## src/rtl/control_types.sv

```systemverilog
// Shared types and constants for the instruction fetch unit.
package control_types;

    localparam int unsigned XLEN      = 32;
    localparam int unsigned OPCODE_W  = 5;
    localparam int unsigned FUNCT_W   = 4;
    localparam int unsigned TMO_CNT_W = 8;

    localparam logic [XLEN-1:0] NOP_INST = 32'h0000_0013;

    typedef enum logic [1:0] {
        FETCH = 2'd0,
        WAIT  = 2'd1,
        HOLD  = 2'd2,
        HALT  = 2'd3
    } fetch_state;

    typedef enum logic [1:0] {
        FAULT_NONE     = 2'd0,
        FAULT_ILLEGAL  = 2'd1,
        FAULT_MISALIGN = 2'd2,
        FAULT_TIMEOUT  = 2'd3
    } fault_code;

    typedef enum logic {
        PC_FOUR = 1'b0,
        ALU_OUT = 1'b1
    } pc_ctrl;

    function automatic logic [OPCODE_W-1:0] inst_opcode(input logic [XLEN-1:0] w);
        return w[6:2];
    endfunction

    function automatic logic [FUNCT_W-1:0] inst_funct(input logic [XLEN-1:0] w);
        return {w[30], w[14:12]};
    endfunction

endpackage

```

## src/rtl/inst_fetch_unit_if.sv

```systemverilog
// Fetch-unit boundary: instruction memory port plus the decode/execute handshake.
interface inst_fetch_unit_if;
    import control_types::*;

    logic                imem_req;
    logic [XLEN-1:0]     imem_addr;
    logic                imem_rvalid;
    logic [XLEN-1:0]     imem_rdata;
    logic                inst_out_vld;
    logic                inst_ready;
    logic [OPCODE_W-1:0] opcode;
    logic [FUNCT_W-1:0]  inst;
    logic [XLEN-1:0]     inst_word;
    logic [XLEN-1:0]     pc;
    logic [XLEN-1:0]     pc_four;
    pc_ctrl              pc_sel;
    logic [XLEN-1:0]     alu_data;
    logic                inst_vld;
    logic                halted;
    fault_code           fault;

    modport master (
        output imem_req, imem_addr, inst_out_vld, opcode, inst, inst_word,
               pc, pc_four, halted, fault,
        input  imem_rvalid, imem_rdata, inst_ready, pc_sel, alu_data, inst_vld
    );

    modport slave (
        input  imem_req, imem_addr, inst_out_vld, opcode, inst, inst_word,
               pc, pc_four, halted, fault,
        output imem_rvalid, imem_rdata, inst_ready, pc_sel, alu_data, inst_vld
    );

endinterface

```

## src/rtl/ifu_timeout_cnt.sv

```systemverilog
// Counts un-answered WAIT cycles; expired flags the cycle whose increment reaches the limit.
module ifu_timeout_cnt
    import control_types::*;
#(
    parameter int unsigned TIMEOUT_CYCLES = 255
) (
    input  logic clk,
    input  logic rst_n,
    input  logic clr,
    input  logic en,
    output logic expired
);

    logic [TMO_CNT_W-1:0] r_count;
    logic [TMO_CNT_W-1:0] w_count_nxt;

    assign w_count_nxt = r_count + TMO_CNT_W'(1);
    assign expired     = (w_count_nxt == TMO_CNT_W'(TIMEOUT_CYCLES));

    always_ff @(posedge clk) begin
        if (!rst_n) begin
            r_count <= '0;
        end else if (clr) begin
            r_count <= '0;
        end else if (en) begin
            r_count <= w_count_nxt;
        end
    end

endmodule

```

## src/rtl/inst_fetch_unit.sv

```systemverilog
// Multicycle instruction fetch: owns the PC, fetches one instruction at a time,
// presents it to decode and halts on illegal, misaligned or timed-out fetches.
module inst_fetch_unit
    import control_types::*;
#(
    parameter logic [31:0] RESET_PC       = 32'h0000_0000,
    parameter int unsigned TIMEOUT_CYCLES = 255
) (
    input  logic              clk,
    input  logic              rst_n,
    inst_fetch_unit_if.master bus
);

    fetch_state          r_state;
    fetch_state          w_state_nxt;
    fault_code           r_fault;
    fault_code           w_fault_nxt;
    logic [XLEN-1:0]     r_pc;
    logic [XLEN-1:0]     r_pc_four;
    logic [XLEN-1:0]     w_pc_nxt;
    logic [XLEN-1:0]     w_pc_plus4;
    logic [XLEN-1:0]     w_target;
    logic [XLEN-1:0]     r_inst_q;
    logic [XLEN-1:0]     w_inst_nxt;
    logic [XLEN-1:0]     r_inst_word;
    logic [OPCODE_W-1:0] r_opcode;
    logic [FUNCT_W-1:0]  r_inst;
    logic                r_imem_req;
    logic                r_out_vld;
    logic                r_halted;
    logic                w_capture;
    logic                w_cnt_clr;
    logic                w_cnt_en;
    logic                w_tmo_expired;

    ifu_timeout_cnt #(
        .TIMEOUT_CYCLES(TIMEOUT_CYCLES)
    ) u_timeout_cnt (
        .clk    (clk),
        .rst_n  (rst_n),
        .clr    (w_cnt_clr),
        .en     (w_cnt_en),
        .expired(w_tmo_expired)
    );

    assign w_pc_plus4 = r_pc + XLEN'(4);
    assign w_target   = bus.alu_data & ~XLEN'(1);
    assign w_inst_nxt = w_capture ? bus.imem_rdata : r_inst_q;

    // Next-state, next-PC and fault selection.
    always_comb begin
        w_state_nxt = r_state;
        w_fault_nxt = r_fault;
        w_pc_nxt    = r_pc;
        w_capture   = 1'b0;
        w_cnt_clr   = 1'b0;
        w_cnt_en    = 1'b0;
        unique case (r_state)
            FETCH: begin
                w_cnt_clr   = 1'b1;
                w_state_nxt = WAIT;
            end
            WAIT: begin
                if (bus.imem_rvalid) begin
                    w_capture   = 1'b1;
                    w_state_nxt = HOLD;
                end else begin
                    w_cnt_en = 1'b1;
                    if (w_tmo_expired) begin
                        w_state_nxt = HALT;
                        w_fault_nxt = FAULT_TIMEOUT;
                    end
                end
            end
            HOLD: begin
                if (bus.inst_ready) begin
                    if (!bus.inst_vld) begin
                        w_state_nxt = HALT;
                        w_fault_nxt = FAULT_ILLEGAL;
                    end else if (bus.pc_sel == ALU_OUT) begin
                        if (w_target[1]) begin
                            w_state_nxt = HALT;
                            w_fault_nxt = FAULT_MISALIGN;
                        end else begin
                            w_pc_nxt    = w_target;
                            w_state_nxt = FETCH;
                        end
                    end else begin
                        w_pc_nxt    = w_pc_plus4;
                        w_state_nxt = FETCH;
                    end
                end
            end
            default: begin
            end
        endcase
    end

    // State and registered outputs; req shows in the first WAIT cycle.
    always_ff @(posedge clk) begin
        if (!rst_n) begin
            r_state     <= FETCH;
            r_fault     <= FAULT_NONE;
            r_pc        <= RESET_PC;
            r_pc_four   <= RESET_PC + XLEN'(4);
            r_inst_q    <= NOP_INST;
            r_inst_word <= '0;
            r_opcode    <= '0;
            r_inst      <= '0;
            r_imem_req  <= 1'b0;
            r_out_vld   <= 1'b0;
            r_halted    <= 1'b0;
        end else begin
            r_state    <= w_state_nxt;
            r_fault    <= w_fault_nxt;
            r_pc       <= w_pc_nxt;
            r_pc_four  <= w_pc_nxt + XLEN'(4);
            r_inst_q   <= w_inst_nxt;
            r_imem_req <= (r_state == FETCH);
            r_out_vld  <= (w_state_nxt == HOLD);
            r_halted   <= (w_state_nxt == HALT);
            if (w_state_nxt == HOLD) begin
                r_inst_word <= w_inst_nxt;
                r_opcode    <= inst_opcode(w_inst_nxt);
                r_inst      <= inst_funct(w_inst_nxt);
            end
        end
    end

    assign bus.imem_req     = r_imem_req;
    assign bus.imem_addr    = r_pc;
    assign bus.inst_out_vld = r_out_vld;
    assign bus.opcode       = r_opcode;
    assign bus.inst         = r_inst;
    assign bus.inst_word    = r_inst_word;
    assign bus.pc           = r_pc;
    assign bus.pc_four      = r_pc_four;
    assign bus.halted       = r_halted;
    assign bus.fault        = r_fault;

endmodule

```

## src/flat_wrapper.sv

```systemverilog
// flat-port wrapper written by rule: the top's interface ports become plain ports
module inst_fetch_unit_flat import control_types::*;
#(
    parameter logic [31:0] RESET_PC       = 32'h0000_0000,
    parameter int unsigned TIMEOUT_CYCLES = 255
)
  (clk, rst_n, bus_imem_req, bus_imem_addr, bus_inst_out_vld, bus_opcode, bus_inst, bus_inst_word, bus_pc, bus_pc_four, bus_halted, bus_fault, bus_imem_rvalid, bus_imem_rdata, bus_inst_ready, bus_pc_sel, bus_alu_data, bus_inst_vld);
  inst_fetch_unit_if bus_i ();
  input  logic clk;
  input  logic rst_n;
  output wire logic [$bits(bus_i.imem_req)-1:0] bus_imem_req;
  output wire logic [$bits(bus_i.imem_addr)-1:0] bus_imem_addr;
  output wire logic [$bits(bus_i.inst_out_vld)-1:0] bus_inst_out_vld;
  output wire logic [$bits(bus_i.opcode)-1:0] bus_opcode;
  output wire logic [$bits(bus_i.inst)-1:0] bus_inst;
  output wire logic [$bits(bus_i.inst_word)-1:0] bus_inst_word;
  output wire logic [$bits(bus_i.pc)-1:0] bus_pc;
  output wire logic [$bits(bus_i.pc_four)-1:0] bus_pc_four;
  output wire logic [$bits(bus_i.halted)-1:0] bus_halted;
  output wire logic [$bits(bus_i.fault)-1:0] bus_fault;
  input wire logic [$bits(bus_i.imem_rvalid)-1:0] bus_imem_rvalid;
  input wire logic [$bits(bus_i.imem_rdata)-1:0] bus_imem_rdata;
  input wire logic [$bits(bus_i.inst_ready)-1:0] bus_inst_ready;
  input wire logic [$bits(bus_i.pc_sel)-1:0] bus_pc_sel;
  input wire logic [$bits(bus_i.alu_data)-1:0] bus_alu_data;
  input wire logic [$bits(bus_i.inst_vld)-1:0] bus_inst_vld;
  assign bus_imem_req = bus_i.imem_req;
  assign bus_imem_addr = bus_i.imem_addr;
  assign bus_inst_out_vld = bus_i.inst_out_vld;
  assign bus_opcode = bus_i.opcode;
  assign bus_inst = bus_i.inst;
  assign bus_inst_word = bus_i.inst_word;
  assign bus_pc = bus_i.pc;
  assign bus_pc_four = bus_i.pc_four;
  assign bus_halted = bus_i.halted;
  assign bus_fault = bus_i.fault;
  assign bus_i.imem_rvalid = bus_imem_rvalid;
  assign bus_i.imem_rdata = bus_imem_rdata;
  assign bus_i.inst_ready = bus_inst_ready;
  assign bus_i.pc_sel = bus_pc_sel;
  assign bus_i.alu_data = bus_alu_data;
  assign bus_i.inst_vld = bus_inst_vld;
  inst_fetch_unit #(.RESET_PC(RESET_PC), .TIMEOUT_CYCLES(TIMEOUT_CYCLES)) u_core (.clk(clk), .rst_n(rst_n), .bus(bus_i));
endmodule
```

## config.mk

```make
export PLATFORM = sky130hd
export DESIGN_NAME = inst_fetch_unit_flat
export DESIGN_NICKNAME = d
export VERILOG_FILES = /design/src/rtl/control_types.sv /design/src/rtl/inst_fetch_unit_if.sv /design/src/rtl/ifu_timeout_cnt.sv /design/src/rtl/inst_fetch_unit.sv /design/src/flat_wrapper.sv
export SDC_FILE = /design/constraint.sdc
export NUM_CORES = 1
export LEC_CHECK = 0
export CORE_ASPECT_RATIO = 0.6
export CORE_MARGIN = 1
export CORE_UTILIZATION = 51
export CTS_CLUSTER_DIAMETER = 40
export CTS_CLUSTER_SIZE = 40
export DETAILED_ROUTE_END_ITERATION = 12
export GPL_TIMING_DRIVEN = 1
export MAX_ROUTING_LAYER = met4
export PLACE_DENSITY_LB_ADDON = 0.1
export SLEW_MARGIN = 20
export SYNTH_ARGS = -nofsm -noshare
export SYNTH_HDL_FRONTEND = slang
export SYNTH_HIERARCHICAL = 1
export SYNTH_SLANG_ARGS = --single-unit
```

## constraint.sdc

```tcl
create_clock -name clk -period 6.8 [get_ports clk]
set_clock_uncertainty 0.2 [all_clocks]
set_input_delay 1.36 -clock clk [delete_from_list [all_inputs] [get_ports clk]]
set_output_delay 1.36 -clock clk [all_outputs]
set_load 0.01 [all_outputs]
```

---- Yosys cells after proc, flatten, opt, wreduce, memory -nomap -nowiden ----
Cells that the tools add are included.
W data, S select, Z words.
word-level totals
  output and inout port bits .............. 142
  bits in read-only memories .............. 0
  RAM bits ................................ 0
  memories kept ........................... 0
  flip-flop bits (word level) ............. 152
  latch bits .............................. 0
  word-level logic and storage cells ...... 55
  bits of input ports ..................... 70
cells by class
  reduce and logical (&&, ||, !) cells .... 4
  shift-type cells ........................ 0
  $mul .................................... 0
  bitwise logic cells ..................... 1
  divide/modulo/power cells ............... 0
  equal/unequal tests ..................... 10
  magnitude comparators ................... 0
  $add $sub $neg .......................... 3
  muxes and demuxes ....................... 25
operators with widths
  operator                 count
  $mux W32                 6
  $add A32 B3 Y32 const B  2
  $mux W2                  12
  $add A8 B1 Y8 const B    1
  $eq A8 B8 Y1 const B     1
  $eq A2 B2 Y1 const B     3
  $ne A2 B2 Y1 const B     3
  $ne A3 B3 Y1 const B     2
  $pmux W2 S3              1
  $reduce_and A6 Y1        1
  $mux W1                  5
  $pmux W2 S2              1
  $eq A2 B1 Y1 const B     1
  $logic_not A2 Y1         1
  $reduce_bool A2 Y1       1
  $reduce_or A2 Y1         1
  $not A1 Y1               1

---- Depth between registers and ports, before layout ----
  depth after elaboration ................. 6
  gate-level depth with buffers ........... 12
  gate-level depth less buffers ........... 9

---- Modules after synthesis ----
The synthesis kept the hierarchy.
modules (own cells, without submodules)
  module           cells each  area an instance (um2)  sequential area each (um2)  times used
  inst_fetch_unit  755         6,628.9                 2,622.5                     1
  ifu_timeout_cnt  48          404.1                   160.2                       1

---- Worst setup path before layout ----
Ideal clock, no wire load.
  path type ............................... input-to-reg
  from .................................... input port bus_pc_sel
  to ...................................... register u_core.r_pc_four[30], in the netlist u_core/bus.pc_four[30]
  library setup time ...................... 0.071 ns
  buffers on the path ..................... 1
  arrival time ............................ 3.688 ns
  data required time ...................... 6.529 ns
  setup slack ............................. 2.841 ns
  cell stages on the path ................. 9
  cells stage by stage .................... clkbuf_8 and2_1 nor4_2 a311oi_1 nor3_1 nand4_1 or4_1 or4_1 a21oi_1
on the way
  word-level cells in the longest chain between the ends .. 5
RTL lines
  item                    RTL line                RTL
  start: declaration      flat_wrapper.sv:24      input wire logic [$bits(bus_i.pc_sel)-1:0] bus_pc_sel;
  $mux W32                inst_fetch_unit.sv:80   end else if (bus.pc_sel == ALU_OUT) begin
  $mux W32                inst_fetch_unit.sv:77   if (!bus.inst_vld) begin
  $mux W32                inst_fetch_unit.sv:76   if (bus.inst_ready) begin
  $mux W32                inst_fetch_unit.sv:58   unique case (r_state)
  $add A32 B3 Y32         inst_fetch_unit.sv:117  r_pc_four <= w_pc_nxt + XLEN'(4);
  end signal: assignment  inst_fetch_unit.sv:105  r_pc_four <= RESET_PC + XLEN'(4);
  end signal: assignment  inst_fetch_unit.sv:117
  end: declaration        inst_fetch_unit.sv:19   logic [XLEN-1:0] r_pc_four;
Every way passes these cells.
A chain may end at the register's enable or synchronous reset.

---- Final worst setup path ----
  from .................................... input port bus_pc_sel
  to ...................................... register u_core.r_pc_four[27], in the netlist u_core/bus.pc_four[27]
Same word-level chain as after synthesis.

==> flow_summary.json <==
{
  "outcome": "completed",
  "fin_crit_sh": 0.8009,
  "cts_buffer_depth": 2,
  "yosysWarnings": 6,
  "fmax_mhz": 183.6,
  "synth.distinct_cells": 84,
  "min_to": "u_core/bus.fault[0]",
  "synth_edf_count": 0,
  "row_count": 32,
  "boundaryPins": 212,
  "grt_overflow": 0,
  "setup-violations-final": 0,
  "leakagePower_nw": 3.461,
  "synthArstFlopShare": 0,
  "fin_nets": 1016,
  "num_vias": 6762,
  "stdcell_count": 1125,
  "drtAntennaViolNets": 0,
  "drtIter0Drc": 629,
  "reg2regPathDepth": 8,
  "power_density_nw_per_um2": 229.5,
  "postCtsResizedCells": 0,
  "final_common_cell": "clkdlybuf4s50_1",
  "fin_crit_ns": 5.446,
  "crit_slowest_cell": "nor2_1",
  "min_path_type": "reg2reg",
  "path_clk_slew_ns": 0.06,
  "layout_common_cells": "clkdlybuf4s50_1 (204), dfxtp_1 (139), nor2_1 (132), a211oi_1 (36), nand2_1 (35)",
  "viasPerCell": 6.011,
  "dp_cells": 1093,
  "port_buffers": 204,
  "wire_per_inst_um": 19.45,
  "ctsHtreeMaxLevel": 4,
  "worstSetupPathType": "in2reg",
  "r2r_setup_slack_ns": 2.76,
  "drt-total-wl_um": 21890,
  "syn-mean-instance-area_um2": 8.758,
  "postCtsSetupBuffers": 0,
  "slowest_delay_ns": 0.83,
  "critPathLaunchType": "primary input",
  "gp_congestion": 0.9556,
  "drcViolationCount": 0,
  "synth_flop_cell": "dfxtp_1",
  "critPathRequiredTime_ns": 6.94,
  "cp_max_fo": 13,
  "cp_num_buf_inv": 2,
  "hp-start": "u_core/bus.fault[0]",
  "track_usage": 0.3131,
  "worstPathArrival_ns": 5.58,
  "final-hold-violation-count": 0,
  "diodes": 0,
  "synthCells": 803,
  "cts_root_buffer": "clkbuf_16",
  "crit_chain": "clkdlybuf4s50_1 > buf_4 > nor2_1 > nand4_1 > a221o_1 > nor4_4 > nand3_2 > or4_1 > a21oi_1",
  "nFillCells": 1015,
  "cts_tree": "done",
  "slew_headroom": 0.2566,
  "antenna_found_initial": 0,
  "grt_pass1_vias": 6250,
  "clock_sinks": 139,
  "die_area_um2": 14280,
  "fin_tns_setup_ns": 0,
  "dpl.hpwl_um": 15750,
  "tightest_slew_ns": 1.111,
  "rsz0062_at_grt": "no",
  "grt_max_degree": 67,
  "yosysSeqAreaShare": 0.3957,
  "peakVddDrop_mv": 0.1773,
  "dieHeight_um": 92.96,
  "hold_buffers": 0,
  "crit_family": "simple AND/OR/NAND/NOR gates",
  "area_growth_pct": 32.95,
  "r2r_end": "u_core/bus.pc_four[27]",
  "holdPathStages": 2,
  "coreArea_um2": 13130,
  "setup.worst_path.end_class": "flip-flop",
  "drv_slew": 0,
  "drt_pre_antenna_iters": 5,
  "ys_ff_latch": 139,
  "drive_gt1_frac": 0.09424,
  "initial_core_util": 0.5355,
  "cap_viol_max_count": 0,
  "die_w_um": 153.6,
  "cts_made_buffers": 17,
  "grt_pass1_wl_um": 33450,
  "clk_latency_ns": 0.42,
  "r2r-start": "u_core/r_state[1]",
  "power_mw": 2.146,
  "synth_area_um2": 7033
}
[area by class of cell]
cell class	count	area [µm²]	share of cell area
multi-input cells	561	3587	0.3836
inverters	11	42.54	0.004550
well taps	170	212.7	0.02275
clock inverters	15	197.7	0.02114
clock buffers	17	425.4	0.04550
repair buffers	212	2102	0.2248
flip-flops and latches	139	2783	0.2976
[cell families (layout without fill, tap and decap cells)]
family	after synthesis	after routing	share of synthesized area
DFF	139	139	0.3957
muxes	34	34	0.04839
buffers and inverters	108	255	0.09891
AOI/OAI and AO/OA	156	156	0.1566
and+or+nand+nor	342	342	0.2692
other	1	6	0.0005332
xor gates and xnor gates	19	19	0.02366
adders and majority gates	4	4	0.007116
[through the flow]
| stage | worst slack [ns] | cell area [µm²] | util | hold WS [ns] |
|---|---|---|---|---|
| detailed placement | 1.153 | 8727 | 0.6645 | 0.2630 |
| global placement | 1.362 | 8727 | 0.6645 | 0.2519 |
| finish | 1.354 | 9350 | 0.7120 | 0.2764 |
| floorplan | 2.841 | 7052 | - | 0.2438 |
| global route | 1.321 | 9350 | 0.7120 | 0.2971 |
| CTS | 1.560 | 9350 | 0.7120 | 0.2805 |
[per-layer routing]
layer	up-vias	wire, µm	GRT usage	share of wire
met5	-	0	-	0
met4	0	350	0.08667	0.016
met3	43	2098	0.08751	0.096
met2	360	9462	0.4610	0.43
met1	3204	9974	0.4187	0.46
li1	3155	-	-	-
[Yosys cell counts (all sizes together), types with 5 or more instances]
cell type  number  area, µm²
dfxtp         139       2783
nor2          134      513.0
buf            66      490.5
nand2          38      147.6
a211oi         36      270.3
mux2i          34      340.3
a21oi          32      160.2
clkbuf         30      153.9
nand3          27      162.7
nand4          25      183.9
nor3           21      121.4
o21ai          16      80.08
o31ai          15      117.6
and3           14      91.34
nor4           14      163.9
xnor2          12      105.1
and2           11      70.07
nand2b         11      68.82
inv            10      37.53
and4            9      85.08
or4             9      68.82
a31oi           8      50.05
nor2b           7      43.79
or3             7      45.05
xor2            7      61.31
a211o           5      46.30
a31o            5      43.79
o22ai           5      31.28
[worst max-delay path by stage]
stage	endpoint	from	depth (start not counted)	slack [ns]
final	u_core/bus.pc_four[27]	bus_pc_sel	9	1.35
after detailed placement	u_core/bus.pc_four[27]	bus_pc_sel	9	1.15
after CTS	u_core/bus.pc_four[27]	bus_pc_sel	9	1.56
after floorplan	u_core/bus.pc_four[30]	bus_pc_sel	9	2.84
after global routing	u_core/bus.pc_four[27]	bus_pc_sel	9	1.32
after global placement	u_core/bus.pc_four[30]	bus_alu_data[1]	9	1.36
[worst register-to-register path, stage by stage, from the launching register on]
cell	delay (ns)
dfxtp_1	0.44
nand4b_1	0.14
nor2_1	0.83
nand4_1	0.23
a221o_1	0.45
nor4_4	0.63
nand3_2	0.28
or4_1	0.59
a21oi_1	0.16
[state kept, by name, summed over array words and instances (netlist names)]
signal                        flops
u_core/bus.fault                  2
u_core/bus.halted                 1
u_core/bus.imem_addr             30
u_core/bus.imem_req               1
u_core/bus.inst_out_vld           1
u_core/bus.inst_word             32
u_core/bus.pc_four               30
u_core/r_inst_q                  32
u_core/r_state                    2
u_core/u_timeout_cnt/r_count      8
[report_power, final]
group / switching [mW] / internal, mW
Combinational: 0.139 / 0.143
Clock: 0.420 / 0.565
Sequential: 0.0260 / 0.854
Note: power is estimated with default switching activity, not from simulation.
